**src/rtl/tpu_pkg.sv**
```systemverilog
// Shared widths and saturation-bound helpers for the systolic array datapath.
package tpu_pkg;

  localparam int unsigned DefActW = 8;
  localparam int unsigned DefWgtW = 8;
  localparam int unsigned DefAccW = 24;

  // Helpers return a wide bit pattern; callers keep the low 'width' bits.
  localparam int unsigned SatFnW = 64;

  function automatic logic [SatFnW-1:0] sat_max(input int unsigned width, input bit is_signed);
    if (is_signed) begin
      return (SatFnW'(1) << (width - 1)) - SatFnW'(1);
    end
    return (SatFnW'(1) << width) - SatFnW'(1);
  endfunction

  function automatic logic [SatFnW-1:0] sat_min(input int unsigned width, input bit is_signed);
    if (is_signed) begin
      return SatFnW'(1) << (width - 1);
    end
    return '0;
  endfunction

endpackage

```
**src/rtl/pe_mul_add.sv**
```systemverilog
// Combinational core of the PE: extend, multiply, accumulate, detect overflow, optionally clamp.
module pe_mul_add
  import tpu_pkg::*;
#(
  parameter int unsigned ACT_W    = DefActW,
  parameter int unsigned WGT_W    = DefWgtW,
  parameter int unsigned ACC_W    = DefAccW,
  parameter bit          SIGNED   = 1'b0,
  parameter bit          SATURATE = 1'b0
) (
  input  logic [ACT_W-1:0] act,
  input  logic [WGT_W-1:0] wgt,
  input  logic [ACC_W-1:0] psum,
  output logic [ACC_W-1:0] sum,
  output logic             ovf
);

  localparam int unsigned ProdW = ACT_W + WGT_W;

  localparam logic [SatFnW-1:0] SatHiFull = sat_max(ACC_W, SIGNED);
  localparam logic [SatFnW-1:0] SatLoFull = sat_min(ACC_W, SIGNED);
  localparam logic [ACC_W-1:0]  SatHi     = SatHiFull[ACC_W-1:0];
  localparam logic [ACC_W-1:0]  SatLo     = SatLoFull[ACC_W-1:0];

  logic [ProdW-1:0] act_ext;
  logic [ProdW-1:0] wgt_ext;
  logic [ProdW-1:0] prod;
  logic [ACC_W-1:0] prod_ext;
  logic [ACC_W:0]   sum_wide;

  always_comb begin
    if (SIGNED) begin
      act_ext  = ProdW'($signed(act));
      wgt_ext  = ProdW'($signed(wgt));
    end else begin
      act_ext  = ProdW'(act);
      wgt_ext  = ProdW'(wgt);
    end
    // Low ProdW bits of the product are exact for both encodings.
    prod = act_ext * wgt_ext;
    if (SIGNED) begin
      prod_ext = ACC_W'($signed(prod));
    end else begin
      prod_ext = ACC_W'(prod);
    end
    sum_wide = {1'b0, psum} + {1'b0, prod_ext};

    if (SIGNED) begin
      ovf = (psum[ACC_W-1] == prod_ext[ACC_W-1]) && (sum_wide[ACC_W-1] != psum[ACC_W-1]);
    end else begin
      ovf = sum_wide[ACC_W];
    end

    sum = sum_wide[ACC_W-1:0];
    if (SATURATE && ovf) begin
      // Signed overflow direction follows the shared operand sign.
      if (SIGNED && psum[ACC_W-1]) begin
        sum = SatLo;
      end else begin
        sum = SatHi;
      end
    end
  end

endmodule

```
**src/rtl/systolic_pe.sv**
```systemverilog
// Weight-stationary systolic processing element with double-buffered weight and sticky overflow.
module systolic_pe
  import tpu_pkg::*;
#(
  parameter int unsigned ACT_W    = DefActW,
  parameter int unsigned WGT_W    = DefWgtW,
  parameter int unsigned ACC_W    = DefAccW,
  parameter bit          SIGNED   = 1'b0,
  parameter bit          SATURATE = 1'b0
) (
  input  logic             clk,
  input  logic             rst_n,
  input  logic             wgt_shift,
  input  logic [WGT_W-1:0] wgt_in,
  output logic [WGT_W-1:0] wgt_out,
  input  logic             wgt_commit,
  input  logic             valid_in,
  input  logic [ACT_W-1:0] act_in,
  input  logic [ACC_W-1:0] psum_in,
  output logic             valid_out,
  output logic [ACT_W-1:0] act_out,
  output logic [ACC_W-1:0] psum_out,
  input  logic             ovf_clr,
  output logic             ovf
);

  if (ACC_W < ACT_W + WGT_W) begin : g_bad_width
    $error("systolic_pe: ACC_W must be >= ACT_W + WGT_W");
  end

  logic [WGT_W-1:0] shadow_q, shadow_d;
  logic [WGT_W-1:0] active_q, active_d;
  logic [ACT_W-1:0] act_q, act_d;
  logic [ACC_W-1:0] psum_q, psum_d;
  logic             valid_q, valid_d;
  logic             ovf_q, ovf_d;

  logic [ACC_W-1:0] sum;
  logic             sum_ovf;

  pe_mul_add #(
    .ACT_W    (ACT_W),
    .WGT_W    (WGT_W),
    .ACC_W    (ACC_W),
    .SIGNED   (SIGNED),
    .SATURATE (SATURATE)
  ) u_mul_add (
    .act  (act_in),
    .wgt  (active_q),
    .psum (psum_in),
    .sum  (sum),
    .ovf  (sum_ovf)
  );

  always_comb begin
    shadow_d = wgt_shift  ? wgt_in   : shadow_q;
    // Commit takes the pre-shift shadow, so commit+shift in one cycle is safe.
    active_d = wgt_commit ? shadow_q : active_q;
    act_d    = valid_in   ? act_in   : act_q;
    psum_d   = valid_in   ? sum      : psum_q;
    valid_d  = valid_in;
    if (valid_in && sum_ovf) begin
      ovf_d = 1'b1;
    end else if (ovf_clr) begin
      ovf_d = 1'b0;
    end else begin
      ovf_d = ovf_q;
    end
  end

  always_ff @(posedge clk) begin
    if (!rst_n) begin
      shadow_q <= '0;
      active_q <= '0;
      act_q    <= '0;
      psum_q   <= '0;
      valid_q  <= 1'b0;
      ovf_q    <= 1'b0;
    end else begin
      shadow_q <= shadow_d;
      active_q <= active_d;
      act_q    <= act_d;
      psum_q   <= psum_d;
      valid_q  <= valid_d;
      ovf_q    <= ovf_d;
    end
  end

  assign wgt_out   = shadow_q;
  assign act_out   = act_q;
  assign psum_out  = psum_q;
  assign valid_out = valid_q;
  assign ovf       = ovf_q;

endmodule

```
**config.mk**
```make
export PLATFORM = sky130hd
export DESIGN_NAME = systolic_pe
export DESIGN_NICKNAME = d
export VERILOG_FILES = /design/src/rtl/tpu_pkg.sv /design/src/rtl/pe_mul_add.sv /design/src/rtl/systolic_pe.sv
export SDC_FILE = /design/constraint.sdc
export NUM_CORES = 1
export LEC_CHECK = 0
export ABC_CLOCK_PERIOD_IN_PS = 6500
export CELL_PAD_IN_SITES_DETAIL_PLACEMENT = 0
export CELL_PAD_IN_SITES_GLOBAL_PLACEMENT = 1
export CORE_ASPECT_RATIO = 1.75
export CORE_MARGIN = 2
export CORE_UTILIZATION = 25
export DETAILED_ROUTE_END_ITERATION = 10
export PLACE_DENSITY_LB_ADDON = 0.2
export SKIP_CTS_REPAIR_TIMING = 1
export SYNTH_ARGS = -nofsm -noshare
export SYNTH_HDL_FRONTEND = slang
export SYNTH_SLANG_ARGS = --single-unit
```
**constraint.sdc**
```tcl
create_clock -name clk -period 6.5 [get_ports clk]
set_input_delay 1.3 -clock clk [delete_from_list [all_inputs] [get_ports clk]]
set_output_delay 1.3 -clock clk [all_outputs]
set_load 0.01 [all_outputs]
```
==> results of run 1 <==
[layout by cell type, fill, tap and decap left out, drive strengths merged, types with 11 or more instances in the layout]
cell	synthesis	layout
fa	50	50
o21ai	15	15
nand3	11	11
mux2i	32	32
dfxtp	50	50
a21oi	17	17
inv	98	100
clkdlybuf4s50	0	86
nand2	47	47
nor2	47	47
ha	41	41
and2	36	36
[worst max-delay path by stage]
stage | to | cells after the start | from | slack, ns
global route | psum_out[22] | 15 | act_in[4] | 0.16
CTS | psum_out[22] | 15 | act_in[4] | 0.40
detailed placement | psum_out[22] | 15 | act_in[4] | 0.09
floorplan | psum_out[22] | 16 | act_in[5] | 0.98
finish | psum_out[22] | 15 | act_in[4] | 0.40
global placement | psum_out[22] | 15 | act_in[4] | 0.13
[worst max-delay path, cell delays in order]
cell	delay, ns
clkdlybuf4s50_1	0.66
and2_1	0.29
fa_1	0.50
fa_1	0.54
inv_1	0.05
fa_1	0.50
fa_1	0.54
inv_1	0.04
ha_1	0.45
o211ai_1	0.12
nor2_1	0.16
o21ai_2	0.11
or4_4	0.58
a211o_1	0.32
a31oi_1	0.15
[report_power, final]
part	leakage, nW	total, mW	internal [mW]	switching, mW
combinational	2.29	0.321	0.153	0.168
clock	0.0848	0.317	0.185	0.133
sequential	0.412	0.347	0.329	0.0172
[cell type report]
| cell class | instances | area share, % |
|---|---|---|
| Clock buffer | 5 | 2.09 |
| Clock inverter | 3 | 0.793 |
| Inverter | 99 | 6.20 |
| Multi-Input combinational cell | 376 | 54.3 |
| Sequential cell | 50 | 16.7 |
| Tap cell | 238 | 4.97 |
| Timing Repair Buffer | 91 | 14.9 |
[flip-flops by register name (all words and copies together), names as in the netlist]
signal,count
act_out,8
active_q,8
ovf,1
psum_out,24
valid_out,1
wgt_out,8
[cells by family (layout without fill, tap and decap cells)]
family	count (synthesis)	count (layout)	share of synthesized area (%)
mux	32	32	6.74
compound gates	72	72	10.5
flops	50	50	21.1
xor+xnor	3	3	0.553
buf+inv	118	198	10.3
fa+ha+maj	91	91	31.9
simple gates	178	178	18.9
[metal layers]
layer | share of wire, % | up-vias
met2 | 56 | 78
met4 | 2.3 | 0
li1 | - | 1917
met5 | 0 | -
met1 | 38 | 1826
met3 | 3.7 | 20
[through the flow]
| stage | cell area, µm² | hold slack [ns] | setup WS, ns | std cells | utilization [%] |
|---|---|---|---|---|---|
| 5_1_grt | 6000 | 0.487 | 0.165 | 862 | 32.3 |
| 3_5_place_dp | 5820 | 0.459 | 0.0871 | 854 | 31.3 |
| 2_1_floorplan | 4750 | 0.486 | 0.975 | 544 | - |
| 4_1_cts | 6000 | 0.470 | 0.395 | 862 | 32.3 |
| 6_report | 6000 | 0.465 | 0.405 | 862 | 32.3 |
| 3_3_place_gp | 5820 | 0.457 | 0.125 | 854 | 31.3 |
==> qor.yml, run 1 <==
start_util_pct: 25.6
min_path_type: "reg -> reg"
crit_fanout: 9
synth_common_cells: "98 x inv_1, 50 x dfxtp_1, 50 x fa_1, 47 x nand2_1, 46 x nor2_1"
critPathLaunchType: "input port"
use_met2_pct: 25.9
routed_wl_um: 12700
async_reset_ff_share_pct: 0
synth_edf_count: 0
synth_area_per_cell_um2: 8.73
synth_ff_type: "dfxtp_1"
first_iter_violations: 92
peakVddDrop_uv: 119
multi_input_area_um2: 3260
drc: 0
grt_pass1_wl_um: 20900
dp_hpwl_um: 10600
holdPathStages: 2
gp_congestion: 0.800
postSynthCellCount: 544
grt_max_degree: 39
r2r_slack_ns: 1.60
min_period_ns: 6.10
ant_nets: 0
n_fill_cell: 1994
port_buffers: 87
rsz0062_at_grt: "no"
grtUsageMet3_pct: 2.06
yosys_warnings: 0
antenna_cells: 0
globalRoute.totalOverflow: 0
min_from: "psum_out[9]"
cts_buffers: 5
viasPerCell: 4.46
reg2reg_depth: 14
synth_nets: 681
worst_ep_arrival_time_ns: 6.32
core_um2: 18600
antenna_found_initial: 0
cellLeakagePower_nw: 2.79
synth.most_common_cell: "inv_1"
drive_gt1_share_pct: 4.01
min_to: "psum_out[9]"
root_buffer: "clkbuf_16"
cts_tree: "built"
status: "finished clean"
cts.clk_slew.worst_paths_ns: 0.07
p_total_mw: 0.985
r2r_start: "active_q[7]"
yosysTopAreaCell: "dfxtp_1"
drv_slew: 0
vias: 3841
max_cap_viol_count: 0
max_slew_margin_pct: 37.9
clk_latency_ns: 0.30
grt_pass1_vias: 4097
areaGrowthSynthToFinish_pct: 26.3
finalHoldViolCount: 0
num_rows: 66
io_pins: 88
r2r_end: "psum_out[23]"
cts-htree-levels: 2
pwr_density_cell_nw_per_um2: 164
netlist_area_um2: 4750
grt_use_total_pct: 13.2
die_y_um: 186
die_width_um: 108
die-area_um2: 20200
seq_area_frac_synth_pct: 21.1
critPathKind: "in -> reg"
first_pass_iters: 4
synth_cell_types: 55
met1_usage_pct: 13.9
fin_crit_sh_pct: 93.8
final-seq-area_um2: 1000
clockBufferDepth: 2
tns_ns: 0
synth-seq-cells: 50
top_usage_layer: "met2"
finClkSkew_ns: 0.00612
tightest_slew_ns: 0.932
synth_top_area_share_pct: 21.1
crit_path_end_kind: "flip-flop"
synth_area_leaders: "dfxtp_1 21%, fa_1 21%, ha_1 11%, inv_1 7.7%, mux2i_1 6.7%"
final_net_count: 760
fmax_ghz: 0.164
post_drt_wl_per_cell_um: 14.7
cts_num_sinks: 50
cp_data_required_time_ns: 6.73
setup_violations: 0
Power figures use the tool's default switching activity.
==> run 2, diff against run 1 <==
--- a/config.mk
+++ b/config.mk
@@ -5,7 +5,8 @@
 export SDC_FILE = /design/constraint.sdc
 export NUM_CORES = 1
 export LEC_CHECK = 0
-export ABC_CLOCK_PERIOD_IN_PS = 6500
+export ABC_CLOCK_PERIOD_IN_PS = 6700
+export CAP_MARGIN = 25
 export CELL_PAD_IN_SITES_DETAIL_PLACEMENT = 0
 export CELL_PAD_IN_SITES_GLOBAL_PLACEMENT = 1
 export CORE_ASPECT_RATIO = 1.75
==> constraint.sdc (replaced) <==
create_clock -name clk -period 6.7 [get_ports clk]
set_input_delay 1.34 -clock clk [delete_from_list [all_inputs] [get_ports clk]]
set_output_delay 1.34 -clock clk [all_outputs]
set_load 0.01 [all_outputs]
==> results of run 2 <==
The final DEF is identical to that of run 1. Status: finished clean.
Main changes from that run: setup slack after placement 0.0871 ns -> 0.247 ns; setup slack after layout 0.405 ns -> 0.565 ns; register-to-register setup slack 1.60 ns -> 1.80 ns; total power 0.985 mW -> 0.956 mW; worst IR drop on VDD 119 µV -> 115 µV
